===== config.mk =====
export PLATFORM = sky130hd
export DESIGN_NAME = calc_entry_ctrl
export DESIGN_NICKNAME = d
export VERILOG_FILES = /design/src/rtl/calc_entry_ctrl.sv
export SDC_FILE = /design/constraint.sdc
export NUM_CORES = 1
export LEC_CHECK = 0
export ABC_CLOCK_PERIOD_IN_PS = 10100
export CAP_MARGIN = 10
export CORE_MARGIN = 2
export CORE_UTILIZATION = 40
export DETAILED_ROUTE_END_ITERATION = 10
export PLACE_DENSITY = 0.66
export SLEW_MARGIN = 5
export SYNTH_ARGS = -nofsm -noshare
export SYNTH_HDL_FRONTEND = slang
export SYNTH_SLANG_ARGS = --single-unit

===== constraint.sdc =====
create_clock -name clk -period 10.1 [get_ports clk]
set_clock_uncertainty 0.2 [all_clocks]
set_input_delay 2.02 -clock clk [delete_from_list [all_inputs] [get_ports clk]]
set_output_delay 2.02 -clock clk [all_outputs]
set_load 0.01 [all_outputs]

===== src/rtl/calc_entry_ctrl.sv =====
// Key-entry controller for a two-operand calculator: collects decimal operands,
// drives a downstream ALU and captures its result.
module calc_entry_ctrl (
   input  logic       clk,
   input  logic       rst,
   input  logic       key_valid,
   input  logic       key_is_op,
   input  logic [3:0] key_val,
   input  logic [7:0] alu_y,
   output logic [7:0] A,
   output logic [7:0] B,
   output logic [2:0] Sel,
   output logic [7:0] result,
   output logic       result_valid,
   output logic [7:0] disp,
   output logic       entry_err,
   output logic [1:0] state
);

   typedef enum logic [1:0] {
      ENTER_A = 2'd0,
      ENTER_B = 2'd1,
      COMPUTE = 2'd2,
      SHOW    = 2'd3
   } state_t;

   state_t      state_r;
   logic [11:0] acc_s;
   logic        is_digit_s;
   logic        is_oper_s;
   logic        is_equals_s;
   logic        is_clear_s;

   assign is_digit_s  = key_valid & ~key_is_op & (key_val <= 4'd9);
   assign is_oper_s   = key_valid &  key_is_op & ~key_val[3];
   assign is_equals_s = key_valid &  key_is_op & (key_val == 4'b1000);
   assign is_clear_s  = key_valid &  key_is_op & (key_val == 4'b1111);
   assign state       = state_r;

   // Candidate operand value: the one being entered times ten plus the new digit
   always_comb begin
      acc_s = 12'd0;
      if (state_r == ENTER_B) begin
         acc_s = ({4'd0, B} * 12'd10) + {8'd0, key_val};
      end else begin
         acc_s = ({4'd0, A} * 12'd10) + {8'd0, key_val};
      end
   end

   // Display follows the operand being typed, then the captured result
   always_comb begin
      disp = 8'd0;
      case (state_r)
         ENTER_A: disp = A;
         ENTER_B: disp = B;
         COMPUTE: disp = result;
         SHOW:    disp = result;
         default: disp = 8'd0;
      endcase
   end

   // Entry FSM; CLEAR is not honoured in COMPUTE because keys are dropped there
   always_ff @(posedge clk) begin
      if (rst || (is_clear_s && (state_r != COMPUTE))) begin
         state_r      <= ENTER_A;
         A            <= 8'd0;
         B            <= 8'd0;
         Sel          <= 3'b000;
         result       <= 8'd0;
         result_valid <= 1'b0;
         entry_err    <= 1'b0;
      end else begin
         result_valid <= 1'b0;
         case (state_r)
            ENTER_A: begin
               if (is_digit_s) begin
                  if (acc_s > 12'd255) begin
                     entry_err <= 1'b1;
                  end else begin
                     A         <= acc_s[7:0];
                     entry_err <= 1'b0;
                  end
               end else if (is_oper_s) begin
                  Sel       <= key_val[2:0];
                  B         <= 8'd0;
                  entry_err <= 1'b0;
                  state_r   <= ENTER_B;
               end
            end
            ENTER_B: begin
               if (is_digit_s) begin
                  if (acc_s > 12'd255) begin
                     entry_err <= 1'b1;
                  end else begin
                     B         <= acc_s[7:0];
                     entry_err <= 1'b0;
                  end
               end else if (is_oper_s) begin
                  Sel       <= key_val[2:0];
                  entry_err <= 1'b0;
               end else if (is_equals_s) begin
                  entry_err <= 1'b0;
                  state_r   <= COMPUTE;
               end
            end
            COMPUTE: begin
               result       <= alu_y;
               result_valid <= 1'b1;
               state_r      <= SHOW;
            end
            SHOW: begin
               if (is_digit_s) begin
                  A         <= {4'd0, key_val};
                  B         <= 8'd0;
                  entry_err <= 1'b0;
                  state_r   <= ENTER_A;
               end else if (is_oper_s) begin
                  A         <= result;
                  B         <= 8'd0;
                  Sel       <= key_val[2:0];
                  entry_err <= 1'b0;
                  state_r   <= ENTER_B;
               end else if (is_equals_s) begin
                  A         <= result;
                  entry_err <= 1'b0;
                  state_r   <= COMPUTE;
               end
            end
            default: state_r <= ENTER_A;
         endcase
      end
   end

endmodule


==> impl_metrics.yaml, run 1 <==
placement:
  io_buffers: 54
  post-dp-hpwl_um: 5910
  gp_congestion: 0.929
synth:
  synth_ff_type: "dfxtp_1"
  yosysWarnings: 0
  synthArstFlopShare_pct: 0
  synth_area_leader_cell: "dfxtp_1"
  synthTopCellsByArea: "dfxtp_1 (23%), ha_1 (13%), nand2_1 (7.1%)"
  synth_area_um2: 2660
  syn_avg_cell_area_um2: 8.04
  ys_seq_elements: 31
  synthTopCellsByCount: "nand2_1 (50), dfxtp_1 (31), a21oi_1 (30)"
  synthXorXnorAreaFrac_pct: 2.96
  synth_edf_count: 0
  synth.top_cell.area_share_pct: 23.3
  ys_seq_area_share_pct: 23.3
  syn_inst: 331
  synthMuxAreaShare_pct: 6.82
  synthDistinctLibCells: 54
  synthSimpleGateAreaFrac_pct: 22.9
  synth_fa_ha_area_share_pct: 15.0
  yosysMostFrequentCell: "nand2_1"
  syn_nets: 377
  synth_compound_area_share_pct: 24.4
  synth_top_family_by_area: "compound AO/OA/AOI/OAI gates"
timing:
  hold_viol: 0
  maxSlewViolCount: 0
  min_period_ns: 4.98
  worst_pin_slew_ns: 0.967
  setup_viol_count_final: 0
  post-route-period-util_pct: 49.3
  tns_ns: 0
  max_freq_mhz: 201
  grt_setup_unrepaired: "no"
  relSlewSlack_pct: 35.4
floorplanning:
  rows: 29
  die_area_um2: 7320
  initial_utilization_pct: 41.7
  fp.dieH_um: 85.6
  die_w_um: 85.6
  pin_count: 55
  design.core.area_um2: 6390
worst_setup_path:
  rr_endpoint: "B[0]$_SDFFE_PP0P_"
  reg2reg_depth: 12
  endpoint: "B[0]$_SDFFE_PP0P_"
  cp.required_ns: 10.12
  ff2ff_setup_slack_ns: 5.65
  arrival_ns: 5.00
  startpoint_type: "input port"
  crit_type: "input port to flip-flop"
  worstSetupStartpoint: "key_val[2]"
  cp-end-kind: "flip-flop"
  r2r_start: "state[1]$_SDFFE_PP0P_"
  crit_path_max_fanout: 8
global_route:
  grt_pass1_vias: 2561
  grt_usage_pct: 22.1
  grt_max_degree: 32
  overflow: 0
  grt_pass1_wl_um: 12900
  antenna_found_initial: 0
cts:
  tritoncts: "built"
  cts_setup_buffers: 0
  cts-root-buf: "clkbuf_8"
  clk-insertion-delay-late_ns: 0.28
  numCtsBuffers: 5
  cts_resized: 0
  cts_buffer_depth: 2
  path_clk_slew_ns: 0.06
  htreeDepth: 2
  postCtsHoldBufs: 0
  clock_sinks: 31
drt:
  post-route-drc-count: 0
  drt_iter0_drc: 103
  antenna_left: 0
  wire_per_inst_um: 17.0
  vias: 2550
  avgViaCountPerCell: 5.60
  routed_wl_um: 7720
  drt_pass1_iterations: 4
finish:
  area_growth_pct: 25.4
  fill_cells: 654
  antennaDiodeCount: 0
  fin_nets: 423
  layout-drive-gt1-share_pct: 7.67
flow_run:
  cap_viol_max_count: 0
power:
  leakagePower_nw: 1.31
  peakVddDrop_mv: 0.0706
  p_per_area_nw_per_um2: 91.9
  power_mw: 0.306
status:
  status: "completed"
worst_hold_path:
  min_path_type: "flip-flop to flip-flop"
[metal layers]
metal	global-route usage, %	routed length (um)	share of wire (%)	up-vias
met4	6.49	163	2.1	0
li1	-	-	-	1288
met1	29.0	3450	45	1157
met3	3.85	436	5.6	16
met2	37.1	3680	48	89
met5	0	0	0	-
[cell usage in the layout (no fill, tap or decap), types with 4 or more instances in the layout]
cell type / n
nand3_1: 9
clkdlybuf4s50_1: 54
mux2i_1: 17
o2bb2ai_2: 8
dfxtp_1: 31
a21oi_1: 30
xnor2_1: 5
nor3_1: 9
nand2_1: 50
nor2_1: 17
o22ai_1: 4
nor2b_1: 4
ha_1: 27
xor2_1: 4
nand2b_1: 7
clkbuf_8: 7
a211oi_1: 5
o21ai_0: 24
inv_1: 12
[worst max-delay path, stage by stage]
cell             delay [ns]
clkdlybuf4s50_1        0.61
ha_1                   0.28
a21o_1                 0.16
a21oi_1                0.29
nor3_2                 0.10
o21a_1                 0.11
mux2_2                 0.29
or3_1                  0.36
or3_1                  0.56
o2bb2ai_2              0.21
[power breakdown]
| part | leakage (nW) | switching, mW | internal (mW) |
|---|---|---|---|
| registers | 0.251 | 0.00494 | 0.125 |
| logic | 1.00 | 0.0368 | 0.0317 |
| clock network | 0.0515 | 0.0458 | 0.0621 |
| total | 1.31 | 0.0875 | 0.219 |
[cell families (layout without fill, tap and decap cells)]
| logic type | count (synthesis) | in the layout |
|---|---|---|
| simple gates | 120 | 120 |
| compound gates | 94 | 94 |
| flops | 31 | 31 |
| fa+ha+maj | 30 | 30 |
| buf+inv | 29 | 76 |
| mux | 18 | 18 |
| xor+xnor | 9 | 9 |
[registers in the layout, summed over array words and instances (netlist names)]
| signal | count |
|---|---|
| result | 8 |
| result_valid | 1 |
| A | 8 |
| B | 8 |
| entry_err | 1 |
| state | 2 |
| Sel | 3 |
[through the flow]
step	cells	hold WS (ns)	area (um2)	worst slack, ns	util [%]
final	455	0.286	3330	5.12	52.2
after global routing	455	0.322	3330	4.94	52.2
after CTS	455	0.284	3330	5.13	52.2
after detailed placement	447	0.268	3230	4.85	50.6
after global placement	447	0.263	3230	4.88	50.6
after floorplan	331	0.298	2660	5.70	-
[how the worst min path moves through the flow]
stage,start,to,slack [ns],cells past startpoint
2_1_floorplan,Sel[0]$_SDFFE_PP0P_,Sel[0]$_SDFFE_PP0P_,0.30,2
5_1_grt,Sel[1]$_SDFFE_PP0P_,Sel[1]$_SDFFE_PP0P_,0.32,2
3_5_place_dp,Sel[2]$_SDFFE_PP0P_,Sel[2]$_SDFFE_PP0P_,0.27,2
6_report,Sel[1]$_SDFFE_PP0P_,Sel[1]$_SDFFE_PP0P_,0.29,2
3_3_place_gp,Sel[0]$_SDFFE_PP0P_,Sel[0]$_SDFFE_PP0P_,0.26,2
4_1_cts,Sel[2]$_SDFFE_PP0P_,Sel[2]$_SDFFE_PP0P_,0.28,2
[final cells by class]
type                       count  area [um2]  share of cell area, %
tap                           77        96.3                   2.89
timing repair buffer          56         556                   16.7
clock buffer                   8         100                   3.00
multi-input combinational    271        1920                   57.5
inverter                      12        45.0                   1.35
sequential                    31         621                   18.6
Note: power is estimated with default switching activity, not from simulation.
==> inputs of run 2 (changes only) <==
--- a/config.mk
+++ b/config.mk
@@ -5,12 +5,12 @@
 export SDC_FILE = /design/constraint.sdc
 export NUM_CORES = 1
 export LEC_CHECK = 0
-export ABC_CLOCK_PERIOD_IN_PS = 10100
+export ABC_CLOCK_PERIOD_IN_PS = 4000
 export CAP_MARGIN = 10
 export CORE_MARGIN = 2
 export CORE_UTILIZATION = 40
 export DETAILED_ROUTE_END_ITERATION = 10
-export PLACE_DENSITY = 0.66
+export PLACE_DENSITY = 0.68
 export SLEW_MARGIN = 5
 export SYNTH_ARGS = -nofsm -noshare
 export SYNTH_HDL_FRONTEND = slang
==> constraint.sdc (replaced) <==
create_clock -name clk -period 4 [get_ports clk]
set_clock_uncertainty 0.2 [all_clocks]
set_input_delay 0.8 -clock clk [delete_from_list [all_inputs] [get_ports clk]]
set_output_delay 0.8 -clock clk [all_outputs]
set_load 0.01 [all_outputs]
==> impl_metrics.yaml, run 2 (same netlist as run 1, synthesis figures left out) <==
cts:
  cts_resized: 0
  cts-root-buf: "clkbuf_8"
  cts_setup_buffers: 0
  postCtsHoldBufs: 0
  cts_buffer_depth: 2
  path_clk_slew_ns: 0.06
  clk-insertion-delay-late_ns: 0.28
  clock_sinks: 31
  htreeDepth: 2
  numCtsBuffers: 5
  tritoncts: "built"
placement:
  io_buffers: 54
  post-dp-hpwl_um: 6430
  gp_congestion: 0.930
drt:
  avgViaCountPerCell: 5.60
  post-route-drc-count: 0
  drt_pass1_iterations: 4
  wire_per_inst_um: 16.7
  vias: 2655
  routed_wl_um: 7930
  drt_iter0_drc: 124
  antenna_left: 0
worst_setup_path:
  cp.required_ns: 4.01
  arrival_ns: 3.73
  crit_path_max_fanout: 8
  crit_slowest_cell: "or3_1"
  crit_type: "flip-flop to flip-flop"
  cp-end-kind: "flip-flop"
  max_stage_delay_ns: 0.56
  path_cells: "ha_1, ha_1, inv_1, fa_1, and4bb_1, a31oi_2, nor3_2, o211ai_1, mux2_2, or3_1, or3_1, o2bb2ai_2"
  startpoint_type: "flip-flop"
floorplanning:
  initial_utilization_pct: 41.7
  die_w_um: 85.6
  design.core.area_um2: 6390
  rows: 29
  die_area_um2: 7320
  pin_count: 55
  fp.dieH_um: 85.6
global_route:
  overflow: 0
  grt_pass1_vias: 2607
  grt_pass1_wl_um: 13200
  antenna_found_initial: 0
  grt-busiest-layer: "met2"
  grt_max_degree: 26
  grt_usage_pct: 22.9
  globalRouteMet1Util_pct: 30.3
  grtUsageMet3_pct: 3.37
  use_met2_pct: 38.4
finish:
  antennaDiodeCount: 0
  top_regs: "A (8), B (8), result (8)"
  ff_latch_area_um2: 621
  layout-drive-gt1-share_pct: 12.1
  mostFrequentLayoutCell: "clkdlybuf4s50_1"
  most-common-layout-cells: "clkdlybuf4s50_1 (54), nand2_1 (50), dfxtp_1 (31), a21oi_1 (30), ha_1 (27)"
  fin_nets: 444
  fill_cells: 623
  utilization_pct: 54.3
  multiInputGateArea_um2: 1920
  area_growth_pct: 30.2
timing:
  relSlewSlack_pct: 48.6
  setup_viol_count_final: 0
  max_freq_mhz: 269
  hold_viol: 0
  maxSlewViolCount: 0
  grt_setup_unrepaired: "no"
  post-route-period-util_pct: 92.9
  worst_pin_slew_ns: 0.769
  tns_ns: 0
  min_period_ns: 3.72
power:
  power_mw: 0.742
  p_per_area_nw_per_um2: 214
  leakagePower_nw: 1.40
  peakVddDrop_mv: 0.183
status:
  status: "completed"
flow_run:
  cap_viol_max_count: 0
worst_hold_path:
  min_path_type: "flip-flop to flip-flop"
[run 2: changes by cell type in the layout (fill, tap and decap cells not counted)]
cell and delta:
buf_4 +21, clkbuf_8 -2
[run 2: critical path, delay by kind of cell, from the launching register on]
family | cells | cell delay [ns]
fa+ha+maj | 3 | 0.95
flops | 1 | 0.31
buf+inv | 1 | 0.07
simple gates | 4 | 1.42
compound gates | 3 | 0.38
mux | 1 | 0.31
[run 2: area by class of cell]
cell class | instances | share of cell area [%]
Sequential cell | 31 | 17.9
Clock buffer | 6 | 2.09
Timing Repair Buffer | 77 | 20.6
Inverter | 12 | 1.30
Multi-Input combinational cell | 271 | 55.3
Tap cell | 77 | 2.78
[run 2: worst paths after layout]
path / startpoint / slack (ns) / cells after the start / to
min reg2reg: Sel[0]$_SDFFE_PP0P_ / 0.28 / 2 / Sel[0]$_SDFFE_PP0P_
max: B[1]$_SDFFE_PP0P_ / 0.28 / 12 / B[0]$_SDFFE_PP0P_
max reg2reg: B[1]$_SDFFE_PP0P_ / 0.28 / 12 / B[0]$_SDFFE_PP0P_
min: Sel[0]$_SDFFE_PP0P_ / 0.28 / 2 / Sel[0]$_SDFFE_PP0P_
[run 2: per-layer routing]
| metal | part of all wire [%] | wire, um |
|---|---|---|
| met1 | 46 | 3630 |
| met2 | 47 | 3740 |
| met3 | 5.0 | 398 |
| met4 | 2.1 | 169 |
| met5 | 0 | 0 |
[run 2: metrics by stage]
| step | instances | setup WS [ns] | hold WS, ns | area [um2] |
|---|---|---|---|---|
| final | 474 | 0.283 | 0.280 | 3460 |
| after floorplan | 331 | 0.485 | 0.298 | 2660 |
| after CTS | 474 | 0.270 | 0.285 | 3460 |
| after global routing | 474 | 0.0564 | 0.314 | 3460 |
| after detailed placement | 468 | 0.158 | 0.277 | 3390 |
| after global placement | 468 | 0.201 | 0.264 | 3390 |
[run 2: report_power, final]
group	switching (mW)	internal, mW	total [mW]
clock	0.107	0.116	0.223
sequential	0.00706	0.316	0.323
combinational	0.105	0.0909	0.196
==> inputs of run 3 (changes only) <==
--- a/config.mk
+++ b/config.mk
@@ -10,7 +10,7 @@
 export CORE_MARGIN = 2
 export CORE_UTILIZATION = 40
 export DETAILED_ROUTE_END_ITERATION = 10
-export PLACE_DENSITY = 0.68
+export PLACE_DENSITY_LB_ADDON = 0.08
 export SLEW_MARGIN = 5
 export SYNTH_ARGS = -nofsm -noshare
 export SYNTH_HDL_FRONTEND = slang
==> impl_metrics.yaml, run 3 (same netlist as run 1, synthesis figures left out) <==
status:
  status: "completed"
flow_run:
  cap_viol_max_count: 0
finish:
  layoutNonFillerInstCount: 473
  fill_cells: 606
  antennaDiodeCount: 0
  top_regs: "A (8), B (8), result (8)"
  fin_nets: 442
  utilization_pct: 54.3
  mostFrequentLayoutCell: "clkdlybuf4s50_1"
  most-common-layout-cells: "clkdlybuf4s50_1 (54), nand2_1 (50), dfxtp_1 (31), a21oi_1 (30), ha_1 (27)"
  layout-drive-gt1-share_pct: 12.1
  area_growth_pct: 30.2
cts:
  cts-root-buf: "clkbuf_8"
  cts_buffer_depth: 2
  numCtsBuffers: 5
  clk-insertion-delay-late_ns: 0.28
  path_clk_slew_ns: 0.07
  postCtsHoldBufs: 0
  cts_setup_buffers: 0
  htreeDepth: 2
  clock_sinks: 31
  tritoncts: "built"
  cts_resized: 0
drt:
  routed_wl_um: 7940
  drt_iter0_drc: 135
  avgViaCountPerCell: 5.59
  antenna_left: 0
  vias: 2642
  wire_per_inst_um: 16.8
  post-route-drc-count: 0
  drt_pass1_iterations: 4
power:
  leakagePower_nw: 1.40
  p_sw_share_pct: 29.7
  p_int_mw: 0.540
  p_sw_mw: 0.228
  p_per_area_nw_per_um2: 222
  sequentialPowerShare_pct: 42.3
  pwr-share-clk_pct: 33.0
  combPwrFrac_pct: 24.7
  peakVddDrop_mv: 0.192
timing:
  max_freq_mhz: 263
  post-route-period-util_pct: 95.1
  tns_ns: 0
  maxSlewViolCount: 0
  grt_setup_unrepaired: "no"
  hold_viol: 0
  worst_pin_slew_ns: 0.816
  setup_ws_ns: 0.196
  min_period_ns: 3.80
  setup_viol_count_final: 0
  relSlewSlack_pct: 45.5
global_route:
  grt_max_degree: 20
  grt_pass1_wl_um: 13000
  overflow: 0
  antenna_found_initial: 0
  grt_usage_pct: 22.4
  grt_pass1_vias: 2536
floorplanning:
  design.core.area_um2: 6390
  fp.dieH_um: 85.6
  pin_count: 55
  rows: 29
  die_w_um: 85.6
  initial_utilization_pct: 41.7
  die_area_um2: 7320
worst_setup_path:
  startpoint_type: "flip-flop"
  crit_slowest_cell: "or3_1"
  path_cells: "ha_1, ha_1, inv_1, fa_1, nor2b_1, o22ai_1, xor2_1, mux2i_1, mux2_2, or3_1, or3_1, o2bb2ai_2"
  max_stage_delay_ns: 0.56
  cp.required_ns: 4.01
  crit_path_max_fanout: 8
  cp_top_family: "simple AND/OR/NAND/NOR gates"
  crit_type: "flip-flop to flip-flop"
  cp-end-kind: "flip-flop"
  path_buf_inv: 1
  arrival_ns: 3.82
placement:
  post-dp-hpwl_um: 6370
  io_buffers: 54
  gp_congestion: 1.01
  place_ws_ns: 0.178
  placed_cells: 466
worst_hold_path:
  min_path_type: "flip-flop to flip-flop"
==> run 3: power groups by stage <==
stage          sequential [mW]  clock, mW  combinational (mW)
5_1_grt                  0.326      0.266               0.206
2_1_floorplan            0.333          0               0.105
4_1_cts                  0.325      0.255               0.189
6_report                 0.325      0.254               0.190
3_3_place_gp             0.332          0               0.187
3_5_place_dp             0.332          0               0.187
==> run 3: metrics by stage <==
| step | total power [mW] | hold WS (ns) | area (um2) |
|---|---|---|---|
| 2_1_floorplan | 0.437 | 0.298 | 2660 |
| 3_3_place_gp | 0.519 | 0.263 | 3380 |
| 4_1_cts | 0.769 | 0.283 | 3460 |
| 3_5_place_dp | 0.519 | 0.273 | 3380 |
| 5_1_grt | 0.798 | 0.308 | 3460 |
| 6_report | 0.768 | 0.275 | 3460 |
==> run 3: final cells by class <==
| cell class | instances | area (um2) | area share, % |
|---|---|---|---|
| well taps | 77 | 96.3 | 2.78 |
| inverters | 12 | 45.0 | 1.30 |
| flip-flops and latches | 31 | 621 | 17.9 |
| repair buffers | 75 | 698 | 20.2 |
| multi-input cells | 271 | 1920 | 55.3 |
| clock buffers | 6 | 82.6 | 2.38 |
| clock inverters | 1 | 5.00 | 0.144 |
==> run 3: metal layers <==
metal  global-route usage, %  share of wire, %
met4                    5.05               1.9
met3                    3.08               4.5
met1                    29.1                45
met2                    39.3                48
met5                       0                 0
==> run 3: worst reg2reg max path, stage by stage (launching register included) <==
cell       delay [ns]
dfxtp_1          0.48
ha_1             0.21
ha_1             0.16
inv_1            0.06
fa_1             0.41
nor2b_1          0.17
o22ai_1          0.13
xor2_1           0.15
mux2i_1          0.22
mux2_2           0.40
or3_1            0.37
or3_1            0.56
o2bb2ai_2        0.21
==> run 3: path summary, 6_finish.rpt <==
path | start | end | slack, ns | cells after the start
hold reg to reg | Sel[0]$_SDFFE_PP0P_ | Sel[0]$_SDFFE_PP0P_ | 0.27 | 2
setup reg to reg | B[2]$_SDFFE_PP0P_ | B[5]$_SDFFE_PP0P_ | 0.20 | 12
hold / removal | Sel[0]$_SDFFE_PP0P_ | Sel[0]$_SDFFE_PP0P_ | 0.27 | 2
setup / recovery | B[2]$_SDFFE_PP0P_ | B[5]$_SDFFE_PP0P_ | 0.20 | 12
==> RTL edit, RTL diff (flow settings as in run 2) <==
Register the input `key_val` before use, without a reset. The logic sees it one clock later. The other inputs are not delayed to match.
--- a/src/rtl/calc_entry_ctrl.sv
+++ b/src/rtl/calc_entry_ctrl.sv
@@ -24,6 +24,12 @@
       SHOW    = 2'd3
    } state_t;
 
+   logic [3:0] key_val_q;
+
+   always_ff @(posedge clk) begin
+      key_val_q <= key_val;
+   end
+
    state_t      state_r;
    logic [11:0] acc_s;
    logic        is_digit_s;
@@ -31,19 +37,19 @@
    logic        is_equals_s;
    logic        is_clear_s;
 
-   assign is_digit_s  = key_valid & ~key_is_op & (key_val <= 4'd9);
-   assign is_oper_s   = key_valid &  key_is_op & ~key_val[3];
-   assign is_equals_s = key_valid &  key_is_op & (key_val == 4'b1000);
-   assign is_clear_s  = key_valid &  key_is_op & (key_val == 4'b1111);
+   assign is_digit_s  = key_valid & ~key_is_op & (key_val_q <= 4'd9);
+   assign is_oper_s   = key_valid &  key_is_op & ~key_val_q[3];
+   assign is_equals_s = key_valid &  key_is_op & (key_val_q == 4'b1000);
+   assign is_clear_s  = key_valid &  key_is_op & (key_val_q == 4'b1111);
    assign state       = state_r;
 
    // Candidate operand value: the one being entered times ten plus the new digit
    always_comb begin
       acc_s = 12'd0;
       if (state_r == ENTER_B) begin
-         acc_s = ({4'd0, B} * 12'd10) + {8'd0, key_val};
+         acc_s = ({4'd0, B} * 12'd10) + {8'd0, key_val_q};
       end else begin
-         acc_s = ({4'd0, A} * 12'd10) + {8'd0, key_val};
+         acc_s = ({4'd0, A} * 12'd10) + {8'd0, key_val_q};
       end
    end
 
@@ -81,7 +87,7 @@
                      entry_err <= 1'b0;
                   end
                end else if (is_oper_s) begin
-                  Sel       <= key_val[2:0];
+                  Sel       <= key_val_q[2:0];
                   B         <= 8'd0;
                   entry_err <= 1'b0;
                   state_r   <= ENTER_B;
@@ -96,7 +102,7 @@
                      entry_err <= 1'b0;
                   end
                end else if (is_oper_s) begin
-                  Sel       <= key_val[2:0];
+                  Sel       <= key_val_q[2:0];
                   entry_err <= 1'b0;
                end else if (is_equals_s) begin
                   entry_err <= 1'b0;
@@ -110,14 +116,14 @@
             end
             SHOW: begin
                if (is_digit_s) begin
-                  A         <= {4'd0, key_val};
+                  A         <= {4'd0, key_val_q};
                   B         <= 8'd0;
                   entry_err <= 1'b0;
                   state_r   <= ENTER_A;
                end else if (is_oper_s) begin
                   A         <= result;
                   B         <= 8'd0;
-                  Sel       <= key_val[2:0];
+                  Sel       <= key_val_q[2:0];
                   entry_err <= 1'b0;
                   state_r   <= ENTER_B;
                end else if (is_equals_s) begin
Check against the original RTL: not equivalent (a bounded check fails within 4 cycles, from zero or initial values).
==> RTL edit against run 2 <==
- sequential power up 16%
- sequential cell count is 4 higher
- synthesized area grew 9.0%
- worst hold slack better by 0.018 ns
- combinational power grew 2%
- power is 11% higher
- clock power increased by 13%
- cell area grew 4.7%
- worst setup slack improved by 0.11 ns
- count of clock-buffer cells in the layout rose by 1
- routed wire length rose by 8.5%
- global-route usage shrank 0.47 points
- largest cell class unchanged
==> RTL edit: results (changes against run 2) <==
clock power share - 0.303 (+0.003)
vias per cell - 5.77 (+3.0%)
GPL Wtd Cong - 0.936 (+0.58%)
Area after DPL - 0.00354 sq mm (+4.5%)
Yosys cell types - 61 (+13%)
Seq group - 0.376 mW (+16%)
largest net degree at the start of global routing - 30 (+15%)
post-detail-place hpwl - 6530 um (+1.6%)
Worst path slowest cell - dfxtp_1
Worst Min Path Start - result[1]$_SDFFE_PP0P_
GR Util met1 - 0.280 (-0.0233)
share of post-route cells with drive strength above 1 - 0.0664 (-0.0546)
initial DRC count - 155 (+25%)
WHS Endpoint - result[1]$_SDFFE_PP0P_
CP peak stage delay - 0.51 ns (-0.05 ns)
All-Layer GR Usage - 0.224 (-0.00474)
vias in the first global route - 2797 (+7.3%)
status - finished clean
Routed met3 length - 630 um (+58%)
WL met1 - 3690 um (+1.6%)
Storage cell area - 701 sq um (+13%)
mean area per synthesized cell - 7.86 sq um (-2.2%)
top post-synthesis cells by count - 55 x nand2_1, 35 x dfxtp_1, 34 x nor2_1, 27 x ha_1, 23 x a21oi_1
Seq/Total Area, Yosys - 0.242 (+0.00829)
WL final - 8610 um (+8.5%)
first-pass GRT wire length - 13800 um (+4.9%)
worst r2r dst - A[0]$_SDFFE_PP0P_
Peak VDD IR - 0.171 mV (-6.8%)
Placement Setup Slack - 0.469 ns (+0.310 ns)
Post-Syn Nets - 415 (+10%)
actual slew at the worst max-slew pin - 0.874 ns (+0.105 ns)
dpl cells - 513 (+9.6%)
RR Startpoint - A[1]$_SDFFE_PP0P_
R2R cell count - 13 (+1)
Worst EP arrival - 3.64 ns (-0.09 ns)
==> RTL edit: cell types whose count changed in the layout (fill, tap and decap cells not counted), moves of 6 or more <==
| cell | before | now |
|---|---|---|
| a21oi_1 | 30 | 23 |
| a221o_1 | 0 | 8 |
| o21ai_0 | 24 | 18 |
| and3_1 | 0 | 12 |
| nor2_1 | 17 | 34 |
| o2bb2ai_2 | 8 | 0 |
| buf_4 | 23 | 8 |
==> RTL edit: layout make-up <==
cell class,instances,area share
flip-flops and latches,35,0.193
well taps,99,0.0342
clock inverters,1,0.00138
inverters,13,0.0135
multi-input cells,304,0.571
clock buffers,7,0.0210
repair buffers,62,0.166
==> RTL edit: kinds of logic after synthesis <==
kind of cell,count (synthesis),synth area share
and+or+nand+nor,157,0.269
AOI/OAI and AO/OA,88,0.208
muxes,18,0.0664
adders and majority gates,30,0.137
buffers and inverters,30,0.0444
DFF,35,0.242
xor gates and xnor gates,11,0.0332
